[src/rtl/msu_pkg.sv]
// MSU-1 shared types and register constants.
// Stream FSM states, status bit positions and ID string.
package msu_pkg;

  typedef enum logic [1:0] {
    ST_IDLE,
    ST_DRAIN,
    ST_FILL,
    ST_STREAM
  } msu_state_e;

  localparam int DATA_BUSY  = 7;
  localparam int AUDIO_BUSY = 6;
  localparam int REPEAT     = 5;
  localparam int PLAYING    = 4;
  localparam int MISSING    = 3;

  localparam logic [2:0] MSU_REVISION = 3'b001;

  localparam logic [47:0] MSU_ID = "S-MSU1";

  // idx 0 is 'S', the first byte the decoder returns.
  function automatic logic [7:0] msu_id_byte(
    input logic [2:0] idx
  );
    if (idx > 3'd5) return 8'h00;
    return MSU_ID[8*(5-int'(idx)) +: 8];
  endfunction

endpackage

[src/rtl/msu_data_stream_fifo.sv]
// Byte FIFO: up to BPF bytes pushed per cycle, one popped.
// Head reads as 0x00 while empty.
module msu_byte_fifo
  import msu_pkg::*;
#(
  parameter int DEPTH = 16,
  parameter int BPF   = 2,
  localparam int AW   = $clog2(DEPTH),
  localparam int CW   = $clog2(DEPTH + 1),
  localparam int PW   = $clog2(BPF + 1)
) (
  input  logic             clk,
  input  logic             rst_n,
  input  logic             flush_i,
  input  logic [PW-1:0]    push_n_i,
  input  logic [8*BPF-1:0] push_data_i,
  input  logic             pop_i,
  output logic [CW-1:0]    count_o,
  output logic [7:0]       head_o
);

  logic [7:0]    mem_q [DEPTH];
  logic [AW-1:0] wr_q;
  logic [AW-1:0] rd_q;
  logic [CW-1:0] count_q;
  logic          do_pop;

  assign do_pop = pop_i && (count_q != '0);

  always_ff @(posedge clk or negedge rst_n) begin
    if (!rst_n) begin
      wr_q    <= '0;
      rd_q    <= '0;
      count_q <= '0;
    end else if (flush_i) begin
      wr_q    <= '0;
      rd_q    <= '0;
      count_q <= '0;
    end else begin
      wr_q    <= wr_q + AW'(push_n_i);
      rd_q    <= rd_q + AW'(do_pop);
      count_q <= count_q + CW'(push_n_i)
               - CW'(do_pop);
    end
  end

  always_ff @(posedge clk) begin
    for (int i = 0; i < BPF; i++) begin
      if (!flush_i && (PW'(i) < push_n_i))
        mem_q[wr_q + AW'(i)] <=
          push_data_i[8*i +: 8];
    end
  end

  assign count_o = count_q;
  assign head_o  = (count_q == '0) ? 8'h00
                                   : mem_q[rd_q];

`ifndef SYNTHESIS
  logic [CW:0] fill_next;
  assign fill_next = {1'b0, count_q}
                   + (CW+1)'(push_n_i);
  always @(posedge clk) begin
    if (rst_n && !flush_i)
      assert (fill_next <= (CW+1)'(DEPTH));
  end
`endif

endmodule

[src/rtl/msu_data_stream.sv]
// MSU-1 data port: prefetching byte FIFO fed by wide HPS fetches.
// Keeps $2001 reads zero-latency and busy exact after a seek.
module msu_data_stream
  import msu_pkg::*;
#(
  parameter int DEPTH   = 16,
  parameter int FETCH_W = 16,
  parameter int PRIME   = 2,
  parameter int ADDR_W  = 32
) (
  input  logic               CLK,
  input  logic               RST_N,
  input  logic               seek_pulse,
  input  logic [ADDR_W-1:0]  seek_addr,
  input  logic               rd_pulse,
  output logic [7:0]         rd_data,
  output logic               data_busy,
  output logic               underrun,
  output logic               fetch_req,
  output logic [ADDR_W-1:0]  fetch_addr,
  input  logic               fetch_ack,
  input  logic [FETCH_W-1:0] fetch_data
);

  localparam int BPF = FETCH_W / 8;
  localparam int SKW = (BPF > 1) ? $clog2(BPF) : 1;
  localparam int CW  = $clog2(DEPTH + 1);
  localparam int PW  = $clog2(BPF + 1);
  localparam logic [ADDR_W-1:0] LOWM =
    ADDR_W'(BPF - 1);

  msu_state_e        state_q, state_d;
  logic [ADDR_W-1:0] next_addr_q, next_addr_d;
  logic [ADDR_W-1:0] req_addr_q, req_addr_d;
  logic [SKW-1:0]    skip_q, skip_d;
  logic              req_q, req_d;
  logic              underrun_q, underrun_d;

  logic              flush;
  logic              pop;
  logic [PW-1:0]     push_n;
  logic [FETCH_W-1:0] push_data;
  logic [CW-1:0]     count;
  logic [CW-1:0]     free;

  assign push_data = fetch_data >> {skip_q, 3'b000};
  assign free      = CW'(DEPTH) - count;

  always_comb begin
    state_d     = state_q;
    next_addr_d = next_addr_q;
    req_addr_d  = req_addr_q;
    skip_d      = skip_q;
    req_d       = req_q;
    underrun_d  = underrun_q;
    flush       = 1'b0;
    pop         = 1'b0;
    push_n      = '0;

    if (seek_pulse) begin
      flush       = 1'b1;
      underrun_d  = 1'b0;
      next_addr_d = seek_addr & ~LOWM;
      skip_d      = SKW'(seek_addr & LOWM);
      // An ack landing with the seek closes out the old request.
      if (req_q && !fetch_ack) begin
        state_d = ST_DRAIN;
      end else begin
        state_d = ST_FILL;
        req_d   = 1'b0;
      end
    end else begin
      if (rd_pulse) begin
        if (count != '0) pop = 1'b1;
        else             underrun_d = 1'b1;
      end
      unique case (state_q)
        ST_IDLE: ;
        ST_DRAIN: begin
          if (fetch_ack) begin
            req_d   = 1'b0;
            state_d = ST_FILL;
          end
        end
        ST_FILL, ST_STREAM: begin
          if (req_q) begin
            if (fetch_ack) begin
              push_n      = PW'(BPF) - PW'(skip_q);
              next_addr_d = next_addr_q
                          + ADDR_W'(BPF);
              skip_d      = '0;
              req_d       = 1'b0;
            end
          end else if (free >= CW'(BPF)) begin
            req_d      = 1'b1;
            req_addr_d = next_addr_q;
          end
          if (state_q == ST_FILL
              && count >= CW'(PRIME))
            state_d = ST_STREAM;
        end
      endcase
    end
  end

  always_ff @(posedge CLK or negedge RST_N) begin
    if (!RST_N) begin
      state_q     <= ST_IDLE;
      next_addr_q <= '0;
      req_addr_q  <= '0;
      skip_q      <= '0;
      req_q       <= 1'b0;
      underrun_q  <= 1'b0;
    end else begin
      state_q     <= state_d;
      next_addr_q <= next_addr_d;
      req_addr_q  <= req_addr_d;
      skip_q      <= skip_d;
      req_q       <= req_d;
      underrun_q  <= underrun_d;
    end
  end

  msu_byte_fifo #(
    .DEPTH (DEPTH),
    .BPF   (BPF)
  ) u_fifo (
    .clk         (CLK),
    .rst_n       (RST_N),
    .flush_i     (flush),
    .push_n_i    (push_n),
    .push_data_i (push_data),
    .pop_i       (pop),
    .count_o     (count),
    .head_o      (rd_data)
  );

  assign data_busy  = (state_q == ST_DRAIN)
                   || (state_q == ST_FILL
                       && count < CW'(PRIME));
  assign underrun   = underrun_q;
  assign fetch_req  = req_q;
  assign fetch_addr = req_addr_q;

endmodule

[config.mk]
export PLATFORM = sky130hd
export DESIGN_NAME = msu_data_stream
export DESIGN_NICKNAME = d
export VERILOG_FILES = /design/src/rtl/msu_pkg.sv /design/src/rtl/msu_data_stream_fifo.sv /design/src/rtl/msu_data_stream.sv
export SDC_FILE = /design/constraint.sdc
export NUM_CORES = 1
export LEC_CHECK = 0
export ABC_CLOCK_PERIOD_IN_PS = 2600
export CAP_MARGIN = 20
export CORE_UTILIZATION = 49
export CTS_CLUSTER_DIAMETER = 30
export CTS_CLUSTER_SIZE = 10
export DETAILED_ROUTE_END_ITERATION = 6
export MAX_ROUTING_LAYER = met4
export PLACE_DENSITY = 0.72
export SYNTH_ARGS = -nofsm -noshare
export SYNTH_HDL_FRONTEND = slang
export SYNTH_HIERARCHICAL = 1
export SYNTH_SLANG_ARGS = --single-unit
[constraint.sdc]
create_clock -name CLK -period 2.6 [get_ports CLK]
set_input_delay 0.39 -clock CLK [delete_from_list [all_inputs] [get_ports CLK]]
set_output_delay 0.39 -clock CLK [all_outputs]
set_load 0.02 [all_outputs]
Word-level counts from Yosys, hierarchy flattened. Memory sizes are Yosys's and may differ from the RTL's. Cells that the tools add are included.

Flip-flop bits (word level): 82. Bits in latches: 0. RAM bits: 128. Bits in read-only memories: 0. Input bits: 53. Output and inout bits: 43. Memories kept: 1.

Add/sub/neg operators: 8. $mul: 0. Div/mod/pow operators: 0. Order comparisons: 5. Eq/ne operators: 7. Shifts and indexed selects: 1. Muxes and demuxes: 38. Bitwise operators: 2. Reductions and logical operators: 22.

Memory list: u_fifo.mem_q (words 16, width 8, read ports 1, clocked after Yosys merged registers in 0, wr ports 2, RTL line msu_data_stream_fifo.sv:22) `logic [7:0] mem_q [DEPTH];`.

Operators by type and width (count): 2-to-1 mux 32 bit (4); adder 32 x 2 -> 32 bit, second input constant (1); 2-to-1 mux 1 bit (20); 2-to-1 mux 2 bit (8); >> shifter 16 x 4 -> 16 bit (1); >= comparator 5 x 2 -> 1 bit, second input constant (2); AND reduction 3 bit (3); 2-to-1 mux 4 bit (2); 2-to-1 mux 8 bit (1); nonzero test 2 bit (4); logical AND 1 bit (6); != test 3 bit, second input constant (2); adder 5 x 2 -> 5 bit (1); zero test 5 bit (1); < comparator 5 x 2 -> 1 bit, second input constant (1); 2-to-1 mux 5 bit (1); nonzero test 5 bit (1); subtractor 5 x 1 -> 5 bit (1); subtractor 5 bit, first input constant (1); adder 4 x 1 -> 4 bit (1); adder 4 x 1 -> 4 bit, second input constant (1); adder 4 x 2 -> 4 bit (1); equality test 2 bit, second input constant (2); < comparator 1 x 2 -> 1 bit, first input constant (2); 12 further kinds (15).

Depth between registers and ports, before layout.
Depth after elaboration: 9. Depth in mapped cells: 15. Mapped depth without buffers: 15.

By module. Netlist, hierarchy kept.

By module, submodules not included: msu_byte_fifo (times used 1, cells an instance 495, area an instance 7494.7 um^2, sequential area each 4169.0 um^2); msu_data_stream (times used 1, cells an instance 333, area an instance 3498.4 um^2, sequential area each 1676.6 um^2).

Least setup slack after synthesis. Ideal clock, no wire load.

Path kind: reg2reg. Start: register skip_q. End: memory u_fifo.mem_q[2][0] (enable). Arrival time: 2287 ps. Slack: -71 ps. Stages on the path, launching flop included: 8. Buffers on the path: 2. Clock period less this slack: 2671 ps. Cells stage by stage: dfrtp_1 > clkbuf_1 > clkbuf_1 > nor3_1 > nor2_1 > nor2_1 > nand2_1 > o21ai_0.

RTL lines: start: declaration (RTL line msu_data_stream.sv:35) `logic [SKW-1:0] skip_q, skip_d;`; start signal: assignment (RTL line msu_data_stream.sv:118) `skip_q <= skip_d;`; end: declaration (RTL line msu_data_stream_fifo.sv:22).

Worst setup path in the final report.
Start: register u_fifo.count_q[3] (netlist: u_fifo/count_o[3]). End: output port rd_data[2].

Longest elaborated chain between the ends: 2.

RTL lines: start: declaration (RTL line msu_data_stream_fifo.sv:25) `logic [CW-1:0] count_q;`; start signal: assignment (RTL line msu_data_stream_fifo.sv:42) `count_q <= count_q + CW'(push_n_i)`; zero test 5 bit (RTL line msu_data_stream_fifo.sv:56) `assign head_o = (count_q == '0) ? 8'h00`; 2-to-1 mux 8 bit (RTL line msu_data_stream_fifo.sv:56); end: declaration (RTL line msu_data_stream.sv:16) `output logic [7:0] rd_data,`.

Every way passes these cells.

==> reports/results.txt <==
clock buffer count from CTS -> 45
IO buf count -> 94
min Tclk post-route -> 2.771 ns
Core Area -> 0.02189 sq mm
die span in y -> 151.8 microns
dpl cell area -> 0.01300 sq mm
FP Rows -> 54
clk sinks -> 208
Worst Max-Slew Pin Slew -> 0.6832 ns
max-cap viol count -> 0
Fillers -> 1,517
final worst slack -> -0.1710 ns
sequential share of the synthesized area -> 0.5318
crit path DAT -> 2.38 ns
final setup fails -> 9
CTS tree -> yes
Post-synth top flop -> edfxtp_1
Hold WC Path Type -> in -> reg
mean number of vias per cell -> 5.805
pwr/cell area -> 981.6 mW/mm^2
Leakage -> 5.600 nW
Area Growth Syn to Fin -> 34.71%
Routed Antenna Nets -> 0
FMAX -> 360.9 MHz
Net Count, Synth -> 898
DR vias -> 7,756
utilization after layout -> 0.6765
pre-CTS WS -> -0.6249 ns
GRT Overall Usage -> 0.2628
Remaining Overflow, GRT -> 0
vias in the first global route -> 7,851
die width -> 151.8 microns
CP Class -> reg -> out
critical path data required time -> 2.21 ns
largest net degree at the start of global routing -> 73
peak supply drop -> 0.0006976 V
post-DP HPWL -> 18,920 microns
Async SR Flop Fraction -> 0.3846
Syn Area/Cell -> 13.28 sq um
cell area after layout -> 0.01481 sq mm
crit path launch type -> flip-flop
routability cong. -> 0.9037
clk_skew -> 0.01092 ns
nets -> 1,089
crit share post-route -> 1.066
synthesized instance count -> 828
initial antenna violation count -> 1
status -> complete, but fails checks
setup TNS -> -1.182 ns
number of library cell types mapped by synthesis -> 57
worst-path maximum fanout -> 8
CTS H-tree lvls -> 2
Synth Register Bits -> 208
headroom to the max-slew limit -> 0.5445
yosys warns -> 6
global-route wire length before repair -> 43,870 microns
DR DRC count -> 0
clk buf depth -> 3
drt wl/cell -> 21.27 microns
overall power -> 14.54 mW
CP endpoint kind -> output port
count of final max-slew check failures -> 0
Hold Vio Cnt, Final -> 0
WL final -> 28,420 microns
Reg clk slew, reported paths -> 0.05 ns
top-level port count -> 96
EDFF count, synth -> 128
clk_lat worst skew -> 0.52 ns
initial core utilization -> 0.5022
drt pass-1 iters -> 5
share of cells above drive strength 1 -> 0.4038
RSZ-0062 raised after global routing -> yes
Die ar. -> 0.02304 sq mm
Initial DRC Count -> 477
failing checks -> negative setup slack
Synth Cell Area -> 0.01099 sq mm
CTS root buffer -> clkbuf_16
[synth_stat cells, types with 7 or more instances]
| master | count | area [sq um] |
|---|---|---|
| nand4_1 | 11 | 68.82 |
| mux4_2 | 24 | 540.5 |
| nor2b_1 | 23 | 143.9 |
| edfxtp_1 | 128 | 3844 |
| o21ai_0 | 36 | 180.2 |
| mux2i_1 | 17 | 170.2 |
| nor2_1 | 24 | 90.09 |
| xnor2_1 | 12 | 105.1 |
| o21bai_1 | 7 | 52.55 |
| inv_1 | 14 | 52.55 |
| nand3_1 | 35 | 175.2 |
| clkbuf_1 | 32 | 120.1 |
| xor2_1 | 20 | 175.2 |
| mux2_2 | 173 | 1948 |
| and3_1 | 8 | 50.05 |
| dfrtp_1 | 80 | 2002 |
| buf_2 | 14 | 70.07 |
| o211ai_1 | 9 | 67.56 |
| nand2_1 | 60 | 225.2 |
| ha_1 | 15 | 187.7 |
| a22oi_1 | 12 | 90.09 |
[critical path, stage by stage (launching register included)]
cell	delay, ns
dfrtp_1	0.38
inv_2	0.09
ha_4	0.12
or4b_4	0.47
buf_6	0.15
and2_4	0.19
a22oi_2	0.13
o211ai_1	0.14
buf_4	0.19
[cells by family (layout without fill, tap and decap cells)]
logic type / count (synthesis) / count (layout) / synth area share
multiplexers: 215 / 215 / 0.2443
flip-flops: 208 / 208 / 0.5318
AND/OR/NAND/NOR: 201 / 202 / 0.09720
AO/OA/AOI/OAI: 84 / 84 / 0.04962
buffers and inverters: 70 / 296 / 0.03062
XOR/XNOR: 32 / 32 / 0.02550
adder cells (fa/ha/maj): 17 / 17 / 0.02071
other: 1 / 2 / 0.0003411
[placed cells by master (no fill, tap or decap), types with 5 or more instances in the layout]
master and count:
a22oi_1 7, xor2_1 20, clkbuf_1 11, nand3_1 35, mux2i_1 17, nor2b_1 20
mux2_2 171, clkdlybuf4s50_1 83, bufinv_16 8, and3_1 8, a22oi_2 7, edfxtp_1 128
inv_1 8, o211ai_1 9, nor4_1 5, o21ai_0 36, buf_12 20, mux4_2 25
inv_2 5, xnor2_1 12, nor2_1 24, ha_1 10, clkbuf_8 5, buf_4 89
nand2_1 60, nand4_1 11, o21bai_1 7, clkbuf_16 48, dfrtp_1 79
[layer usage]
metal,global-route usage,wire [microns],vias up
met3,0.05509,2059,57
met4,0.08861,743,0
met5,-,0,-
met1,0.3275,11590,3887
li1,-,-,3512
met2,0.4261,14030,300
[registers in the layout (all words and copies together) (netlist names)]
name	cells
skip_q	1
fetch_req	1
underrun	1
u_fifo/wr_q	4
u_fifo/rd_q	4
u_fifo/count_o	5
u_fifo/mem_q	128
state_q	2
next_addr_q	31
fetch_addr	31
[path summary, 6_finish.rpt]
kind	startpoint	end	slack, ns	cells after the start
min in group asynchronous	RST_N	next_addr_q[18]	0.42	2
min reg2reg	underrun	underrun	0.50	2
min	seek_pulse	u_fifo/count_o[4]	0.32	3
max in group asynchronous	RST_N	fetch_addr[3]	1.55	3
max reg2reg	u_fifo/count_o[1]	u_fifo/count_o[4]	-0.06	16
max	u_fifo/count_o[3]	rd_data[2]	-0.17	8
[cell type report]
| cell class | instances | area (sq um) | share of cell area |
|---|---|---|---|
| diodes | 1 | 2.502 | 0.0001690 |
| clock buffers | 64 | 1311 | 0.08854 |
| clock inverters | 19 | 306.5 | 0.02070 |
| inverters | 14 | 55.05 | 0.003717 |
| multi-input cells | 551 | 4967 | 0.3354 |
| flip-flops and latches | 208 | 5847 | 0.3948 |
| well taps | 280 | 350.3 | 0.02366 |
| repair buffers | 199 | 1969 | 0.1330 |
[power by group]
part           switching (mW)  leakage [nW]  internal [mW]
Clock                    1.73         0.777           4.27
Sequential              0.298          2.14           3.95
Combinational            2.04          2.69           2.26
Total                    4.06          5.60           10.5
[metrics by stage]
stage	cells	hold slack (ns)
3_3_place_gp	1235	0.4238
3_5_place_dp	1237	0.4293
5_1_grt	1336	0.3363
2_1_floorplan	828	0.09441
6_report	1336	0.3156
4_1_cts	1326	0.2999
[timing repair]
| item | in CTS | in global routing |
|---|---|---|
| gates cloned | 1 | 0 |
| buffers inserted | 5 | 7 |
| gates resized for setup | 63 | 6 |
| hold endpoints to repair | 42 | 0 |
| pin swaps | 13 | 7 |
| hold buffers | 1 | 0 |
| setup endpoints to repair | 11 | 12 |
(Power assumes the default switching activity.)
